`src/rtl/sec_pkg.sv`:
```
// Shared types and constants for the keypad security sequencer.
package sec_pkg;

  localparam int unsigned DIGIT_W    = 4;
  localparam int unsigned NUM_DIGITS = 3;
  localparam int unsigned CODE_W     = DIGIT_W * NUM_DIGITS;

  localparam logic [DIGIT_W-1:0] BCD_MAX          = 4'd9;
  localparam logic [CODE_W-1:0]  SEC_DEFAULT_CODE = 12'h123;

  typedef logic [DIGIT_W-1:0] digit_t;

  typedef enum logic [2:0] {
    S_LOCKED,
    S_ENTRY,
    S_CHECK,
    S_UNLOCKED,
    S_PROGRAM,
    S_LOCKOUT,
    S_FIRE
  } state_e;

  typedef enum logic [1:0] {
    DIG_MISMATCH,
    DIG_MATCH,
    DIG_BAD
  } digit_status_e;

endpackage

```
`src/rtl/bcd_digit_check.sv`:
```
// Classifies one digit against a reference: non-BCD, equal, or different.
module bcd_digit_check
  import sec_pkg::*;
(
  input  digit_t        digit,
  input  digit_t        ref_digit,
  output digit_status_e status
);

  always_comb begin
    if (digit > BCD_MAX)
      status = DIG_BAD;
    else if (digit == ref_digit)
      status = DIG_MATCH;
    else
      status = DIG_MISMATCH;
  end

endmodule

```
`src/rtl/security_sequencer.sv`:
```
// Keypad door controller: 3-digit code entry, lockout after repeated failures,
// code reprogramming while unlocked, and a fire override that releases everything.
module security_sequencer
  import sec_pkg::*;
#(
  parameter int unsigned        MAX_FAILS      = 3,
  parameter int unsigned        LOCKOUT_CYCLES = 16,
  parameter logic [CODE_W-1:0]  DEFAULT_CODE   = SEC_DEFAULT_CODE
) (
  input  logic               clk,
  input  logic               rst_n,
  input  logic               key_valid,
  input  logic [DIGIT_W-1:0] key_digit,
  input  logic               lock_cmd,
  input  logic               prog_mode,
  input  logic               motion_sensor,
  input  logic               fire_detector,
  input  logic [3:0]         remote,
  output logic               unlocked,
  output logic [3:0]         devices,
  output logic               alarm,
  output logic               lockout,
  output logic               err_digit
);

  localparam int unsigned FAIL_W   = $clog2(MAX_FAILS + 1);
  localparam int unsigned TIMER_W  = (LOCKOUT_CYCLES > 1) ? $clog2(LOCKOUT_CYCLES) : 1;
  localparam logic [1:0]  LAST_POS = 2'(NUM_DIGITS - 1);

  state_e              state_q, state_d;
  logic [1:0]          pos_q, pos_d;
  digit_t              entry_q [NUM_DIGITS];
  digit_t              entry_d [NUM_DIGITS];
  digit_t              code_q  [NUM_DIGITS];
  digit_t              code_d  [NUM_DIGITS];
  logic [FAIL_W-1:0]   fail_q, fail_d;
  logic [TIMER_W-1:0]  timer_q, timer_d;
  logic                err_d;
  logic [3:0]          devices_d;

  digit_status_e check_status [NUM_DIGITS];
  digit_status_e key_status;
  logic          code_match, key_bad, key_ok;

  for (genvar g = 0; g < NUM_DIGITS; g++) begin : g_check
    bcd_digit_check u_check (
      .digit     (entry_q[g]),
      .ref_digit (code_q[g]),
      .status    (check_status[g])
    );
  end

  bcd_digit_check u_key_check (
    .digit     (key_digit),
    .ref_digit ('0),
    .status    (key_status)
  );

  assign key_bad = key_valid && (key_status == DIG_BAD);
  assign key_ok  = key_valid && (key_status != DIG_BAD);

  always_comb begin
    code_match = 1'b1;
    for (int unsigned i = 0; i < NUM_DIGITS; i++)
      if (check_status[i] != DIG_MATCH) code_match = 1'b0;
  end

  // entry_q doubles as the new-code buffer while in PROGRAM
  always_comb begin
    state_d = state_q;
    pos_d   = pos_q;
    entry_d = entry_q;
    code_d  = code_q;
    fail_d  = fail_q;
    timer_d = timer_q;
    err_d   = 1'b0;

    if (fire_detector) begin
      state_d = S_FIRE;
      pos_d   = '0;
      fail_d  = '0;
      timer_d = '0;
    end else begin
      unique case (state_q)
        S_LOCKED, S_ENTRY: begin
          if (key_bad) begin
            err_d   = 1'b1;
            pos_d   = '0;
            state_d = S_LOCKED;
          end else if (key_ok) begin
            for (int unsigned i = 0; i < NUM_DIGITS; i++)
              if (pos_q == 2'(i)) entry_d[i] = key_digit;
            if (pos_q == LAST_POS) begin
              pos_d   = '0;
              state_d = S_CHECK;
            end else begin
              pos_d   = pos_q + 2'd1;
              state_d = S_ENTRY;
            end
          end
        end
        S_CHECK: begin
          if (code_match) begin
            state_d = S_UNLOCKED;
            fail_d  = '0;
          end else if (fail_q >= FAIL_W'(MAX_FAILS - 1)) begin
            state_d = S_LOCKOUT;
            fail_d  = FAIL_W'(MAX_FAILS);
            timer_d = TIMER_W'(LOCKOUT_CYCLES - 1);
          end else begin
            state_d = S_LOCKED;
            fail_d  = fail_q + FAIL_W'(1);
          end
        end
        S_LOCKOUT: begin
          if (timer_q == '0) begin
            state_d = S_LOCKED;
            fail_d  = '0;
          end else begin
            timer_d = timer_q - TIMER_W'(1);
          end
        end
        S_UNLOCKED: begin
          if (lock_cmd) begin
            state_d = S_LOCKED;
          end else if (key_valid && prog_mode) begin
            if (key_bad) begin
              err_d = 1'b1;
            end else begin
              entry_d[0] = key_digit;
              pos_d      = 2'd1;
              state_d    = S_PROGRAM;
            end
          end
        end
        S_PROGRAM: begin
          if (lock_cmd) begin
            pos_d   = '0;
            state_d = S_LOCKED;
          end else if (key_bad) begin
            err_d   = 1'b1;
            pos_d   = '0;
            state_d = S_UNLOCKED;
          end else if (key_ok) begin
            if (pos_q == LAST_POS) begin
              for (int unsigned i = 0; i + 1 < NUM_DIGITS; i++)
                code_d[i] = entry_q[i];
              code_d[NUM_DIGITS-1] = key_digit;
              pos_d   = '0;
              state_d = S_UNLOCKED;
            end else begin
              for (int unsigned i = 0; i < NUM_DIGITS; i++)
                if (pos_q == 2'(i)) entry_d[i] = key_digit;
              pos_d = pos_q + 2'd1;
            end
          end
        end
        S_FIRE:  state_d = S_LOCKED;
        default: state_d = S_LOCKED;
      endcase
    end

    unique case (state_d)
      S_UNLOCKED: devices_d = remote ^ {4{motion_sensor}};
      S_FIRE:     devices_d = '1;
      default:    devices_d = '0;
    endcase
  end

  always_ff @(posedge clk) begin
    if (!rst_n) begin
      state_q   <= S_LOCKED;
      pos_q     <= '0;
      entry_q   <= '{default: '0};
      for (int unsigned i = 0; i < NUM_DIGITS; i++)
        code_q[i] <= DEFAULT_CODE[(NUM_DIGITS-1-i)*DIGIT_W +: DIGIT_W];
      fail_q    <= '0;
      timer_q   <= '0;
      unlocked  <= 1'b0;
      devices   <= '0;
      alarm     <= 1'b0;
      lockout   <= 1'b0;
      err_digit <= 1'b0;
    end else begin
      state_q   <= state_d;
      pos_q     <= pos_d;
      entry_q   <= entry_d;
      code_q    <= code_d;
      fail_q    <= fail_d;
      timer_q   <= timer_d;
      unlocked  <= (state_d == S_UNLOCKED) || (state_d == S_FIRE);
      devices   <= devices_d;
      alarm     <= (state_d == S_FIRE);
      lockout   <= (state_d == S_LOCKOUT);
      err_digit <= err_d;
    end
  end

endmodule

```
`config.mk`:
```
export PLATFORM = sky130hd
export DESIGN_NAME = security_sequencer
export DESIGN_NICKNAME = d
export VERILOG_FILES = /design/src/rtl/sec_pkg.sv /design/src/rtl/bcd_digit_check.sv /design/src/rtl/security_sequencer.sv
export SDC_FILE = /design/constraint.sdc
export NUM_CORES = 1
export LEC_CHECK = 0
export BUFFER_PORTS_ARGS = -buffer_cell sky130_fd_sc_hd__clkbuf_2
export CAP_MARGIN = 10
export CELL_PAD_IN_SITES_DETAIL_PLACEMENT = 0
export CELL_PAD_IN_SITES_GLOBAL_PLACEMENT = 1
export CORE_MARGIN = 2
export CORE_UTILIZATION = 30
export CTS_CLUSTER_DIAMETER = 120
export DETAILED_ROUTE_END_ITERATION = 8
export PLACE_DENSITY = 0.59
export SLEW_MARGIN = 20
export SYNTH_ARGS = -nofsm -noshare
export SYNTH_HDL_FRONTEND = slang
export SYNTH_SLANG_ARGS = --single-unit
```
`constraint.sdc`:
```
create_clock -name clk -period 4.95 [get_ports clk]
set_input_delay 0.495 -clock clk [delete_from_list [all_inputs] [get_ports clk]]
set_output_delay 0.495 -clock clk [all_outputs]
set_load 0.1 [all_outputs]
```
Word level (Yosys, flattened, before mapping). Cells that the tools add are included.

Bits in registers: 43. Bits in latches: 0. Memory bits (writable): 0. Memory bits (read-only): 0. Input bits: 15. Output and inout port bits: 8. Logic and storage cells: 142. Memories: 0.

$add $sub $neg: 3. Multipliers: 0. Div/mod/pow operators: 0. Order comparisons: 5. Equality and inequality tests: 31. Shifts and indexed selects: 0. Mux-type cells: 62. Bitwise gates (word level): 6. Reductions and logical operators: 20.

Operators with widths (number): $mux 12 (6); $mux 3 (13); $mux 4 (9); $mux 2 (15); $ne 2x2->1 const B (14); $gt 4x4->1 const B (4); $pmux 4 s2 (2); $pmux 8 s2 (1); $pmux 3 s5 (1); $eq 3x3->1 const B (4); $eq 4x4->1 (3); $pmux 4 s3 (1); $reduce_and 6->1 (2); $mux 1 (11); $reduce_and 11->1 (1); $eq 3x2->1 const B (3); $logic_not 4->1 (2); $reduce_and 4->1 (2); $reduce_and 8->1 (1); $ne 2x1->1 const B (3); $pmux 2 s3 (1); $not 1->1 (5); $add 2x1->2 const B (2); $eq 2x2->1 const B (2); other kinds (15) (19).

Logic depth before layout (Yosys ltp).
Depth in word-level cells: 12. Mapped depth: 8. Gate-level depth less buffers: 8.

By module. Synthesis repeated with hierarchy kept, for this count alone.

Cell total of the unflattened synthesis: 245. Area total of the unflattened synthesis: 2184.6 µm².

By module, submodules not included: security_sequencer (times used 1, cells each 217, area an instance 1974.4 µm², seq. area each 860.8 µm²); bcd_digit_check (times used 4, cells each 7, area an instance 52.6 µm², seq. area each 0.0 µm²).

Worst setup path after synthesis. Ideal clock, no wire load.

Kind: input-to-reg. Start point: input key_digit[1]. End point: register code_q[0] (netlist name). Arrival time: 1868 ps. Data required time: 4832 ps. Setup slack: 2964 ps. Stages: 8. Path buffers: 2. Path through: o21ai_0 > and2_1 > clkbuf_1 > nand2_1 > nor3_2 > buf_4 > mux2i_1 > nand2_1.

Word-level cells in the longest chain between the ends: 7. Elaborated cells on any way between the ends: 10. Those cells by class: order compare: 1; eq/ne: 2; mux: 2; bitwise: 1; reduce/logical: 4.

RTL lines: start: declaration (line security_sequencer.sv:13) `input logic [DIGIT_W-1:0] key_digit,`; parallel branches: the longest is 2 deep, another holds $gt 4x4->1; $mux 2 * (line bcd_digit_check.sv:11) `if (digit > BCD_MAX)`; $eq 2x2->1 (line security_sequencer.sv:59) `assign key_bad = key_valid && (key_status == DIG_BAD);`; $logic_and 1x1->1 (line security_sequencer.sv:59); $not 1->1 (no source line); $reduce_and 6->1 (no source line) *; end signal: indexed assignment (line security_sequencer.sv:176) `code_q[i] <= DEFAULT_CODE[(NUM_DIGITS-1-i)*DIGIT_W +: DIGIT_W];`; end signal: assignment (line security_sequencer.sv:188) `code_q <= code_d;`; end: declaration (line security_sequencer.sv:34) `digit_t code_q [NUM_DIGITS];`.

Mark *: on every way between the ends. A chain may end at the register's enable or synchronous reset.

Worst setup path after layout.
Start point: register state_q[0]. End point: register entry_q[8] (netlist name).

Word-level cells in the longest chain between the ends: 4. Elaborated cells on any way between the ends: 17. Those cells by class: eq/ne: 12; mux: 1; reduce/logical: 4.

RTL lines: start: declaration (line security_sequencer.sv:30) `state_e state_q, state_d;`; start signal: assignment (line security_sequencer.sv:185) `state_q <= state_d;`; $eq 3x1->1 / $logic_not 3->1 (equally long branches) (line security_sequencer.sv:84) `unique case (state_q)`; $reduce_or 2->1 (line security_sequencer.sv:84); $ne 2x2->1 (no source line) / $reduce_bool 3->1 (equally long branches); $reduce_and 11->1 (no source line); end signal: assignment (line security_sequencer.sv:187) `entry_q <= entry_d;`; end: declaration (line security_sequencer.sv:32) `digit_t entry_q [NUM_DIGITS];`.

Several ways; a longest one is shown, not always the timed one.

==> flow_summary_export.csv <==
group,metric,value,unit
status,status,"complete, no violations",
power,leakagePower,0.9035,nW
clock_network,clock_sinks,43,
yosys,syn_inst,230,
routing,dr.pass1.iters,5,
placed_design,placed_cells,340,
yosys,synth.avg_cell_area,9.308,um2
floorplan,pin_count,23,
sta,relSlewSlack,48.37,%
clock_network,h-tree-depth,2,
routing,dr.first_iter.drc_count,93,
clock_network,cts.repair.resized,0,
yosys,ys_types,57,
global_route,grt_max_degree,24,
clock_network,postCtsSetupRepairBufs,0,
routing,wl_per_cell,13.77,um
floorplan,die-area,7828,um2
finish,fin_util,35.75,%
yosys,ys_ff_latch,43,
clock_network,root_buffer,"clkbuf_8",
hold_path,hp-start,"key_digit[0]",
routing,drc,0,
routing,drt-total-wl,4791,um
finish,area_growth,14.09,%
setup_path,crit_required,5.11,ns
yosys,synth_area_leaders,"dfxtp_1 40%, mux2i_1 11%, nor2_1 5.6%, xnor2_1 3.3%, a21oi_1 2.6%",
sta,skew,0.009300,ns
sta,period_needed,2.161,ns
setup_path,worstSetupStartpointType,"flop",
sta,fmax,462.7,MHz
yosys,synth_top_area_share,40.21,%
sta,finalSetupTns,0,ns
yosys,seq_area_frac_synth,40.21,%
yosys,yosysTopAreaCell,"dfxtp_1",
global_route,grtUsageTotal,13.25,%
setup_path,cpPeakStageDelay,0.57,ns
sta,worst_pin_slew,0.7736,ns
hold_path,hold_depth,3,
setup_path,r2r_end,"entry_q[8]",
floorplan,core_area,6832,um2
sta,setup_viol,0,
global_route,grt-ovfl-total,0,
setup_path,r2r_slack,2.79,ns
setup_path,crit_path_end_kind,"flop",
yosys,synth_most_common_cell,"dfxtp_1",
power,vdd_drop_max,0.1280,mV
sta,drv_slew,0,
yosys,ys_top_cells_by_count,"43 x dfxtp_1, 32 x nor2_1, 24 x mux2i_1",
global_route,grt_pass1_vias,1567,
flow_run,max_cap_violations,0,
yosys,synth_area,2141,um2
clock_network,cts_tree,"built",
clock_network,worstSkewPairLatency,0.30,ns
placed_design,io_buffer_count,22,
placed_design,hpwl,3499,um
setup_path,crit_fanout,10,
floorplan,start_util,31.34,%
finish,fin_cells,348,
setup_path,crit_path_cell_trace,"inv_2 -> or3_1 -> o21ai_0 -> nor4bb_1 -> buf_4 -> mux2i_1 -> nor2_1",
yosys,ys.flop_type,"dfxtp_1",
placed_design,gp_congestion,0.7757,
setup_path,crit_start,"state_q[0]",
setup_path,critPathSlowestCell,"dfxtp_1",
yosys,synthArstFlopShare,0,%
setup_path,arrival,2.32,ns
setup_path,r2r-start,"state_q[0]",
clock_network,clk_pin_slew_worst_paths,0.08,ns
clock_network,postCtsHoldBufs,0,
floorplan,die_x,88.48,um
yosys,synth_edf_count,0,
power,power_density,297.0,nW/um2
finish,diodes,0,
global_route,antenna_found_initial,0,
sta,post-route-period-util,43.66,%
global_route,grt_pass1_wl,8010,um
floorplan,die_height,88.48,um
finish,drive_gt1_share,18.65,%
routing,viasPerCell,4.842,
finish,fin_nets,267,
clock_network,clock_path_buffers,2,
setup_path,reg2reg_depth,7,
hold_path,hold_class,"input port to flop",
routing,num_vias,1685,
setup_path,path_class,"flop to flop",
sta,rsz0062_at_grt,"no",
yosys,synth_nets,246,
hold_path,hold_end,"code_q[0]",
yosys,yosysWarnings,0,
routing,ant_nets,0,
clock_network,cts_buffers,5,
floorplan,placementRows,30,
sta,finalHoldViolCount,0,
-- registers in the layout, indices dropped and copies added, names as in the netlist --
signal	cells
err_digit	1
lockout	1
code_q	12
pos_q	2
timer_q	4
alarm	1
entry_q	12
unlocked	1
state_q	3
fail_q	2
devices	4
-- where the power goes --
part           internal (W)  switching [W]
combinational     0.0000247      0.0000595
sequential         0.000353     0.00000826
clock              0.000150       0.000130
-- layout make-up --
type / count / area (um2)
Inverter: 10 / 37.54
Clock inverter: 3 / 43.79
Sequential cell: 43 / 860.8
Multi-Input combinational cell: 167 / 1186
Clock buffer: 5 / 68.82
Tap cell: 96 / 120.1
Fill cell: 757 / 4389
Timing Repair Buffer: 24 / 125.1
-- routing by layer --
layer | vias up | share of wire [%] | track usage, %
met1 | 788 | 50 | 18.80
met5 | - | 0 | 0
li1 | 858 | - | -
met4 | 0 | 1.1 | 3.719
met3 | 5 | 3.8 | 2.612
met2 | 34 | 46 | 20.51
-- worst max-delay path: cells and delay by family (launching register included) --
family	cells	cell delay, ns
and+or+nand+nor	3	0.82
DFF	1	0.57
buffers and inverters	2	0.34
muxes	1	0.19
AOI/OAI and AO/OA	1	0.10
-- metrics by stage --
step	power [W]	setup slack (ns)	cell area, um2	hold WS (ns)
6_report	0.0007254	2.789	2442	0.4741
5_1_grt	0.0007533	2.548	2442	0.4956
4_1_cts	0.0007355	2.807	2442	0.4702
3_5_place_dp	0.0004538	2.641	2330	0.4813
3_3_place_gp	0.0004547	2.601	2330	0.4765
2_1_floorplan	0.0004312	2.964	2141	0.4604
-- cells by family (layout without fill, tap and decap cells) --
| logic type | after synthesis | after routing | share of synthesized area [%] |
|---|---|---|---|
| buf+inv | 20 | 42 | 4.383 |
| simple gates | 79 | 79 | 21.27 |
| mux | 24 | 24 | 11.22 |
| flops | 43 | 43 | 40.21 |
| xor+xnor | 13 | 13 | 5.319 |
| compound gates | 50 | 50 | 17.01 |
| fa+ha+maj | 1 | 1 | 0.5844 |
-- layout by cell type, fill, tap and decap left out, types with 3 or more instances in the layout --
master,count
a31oi_1,4
or3_1,3
xor2_1,5
clkbuf_8,5
clkbuf_2,22
dfxtp_1,43
nor2b_1,3
mux2i_1,24
nand2_1,12
nor2_1,32
a21oi_1,11
a21o_1,3
inv_1,8
o31ai_1,3
o21ai_0,9
xnor2_1,8
nor3b_1,5
-- worst max path at each step --
stage	slack, ns	to	cells after the start
floorplan	2.96	code_q[0]	8
global placement	2.60	entry_q[8]	8
detailed placement	2.64	entry_q[0]	7
CTS	2.81	code_q[7]	6
global route	2.55	devices[3]	6
finish	2.79	entry_q[8]	7
Power figures use the tool's default switching activity.
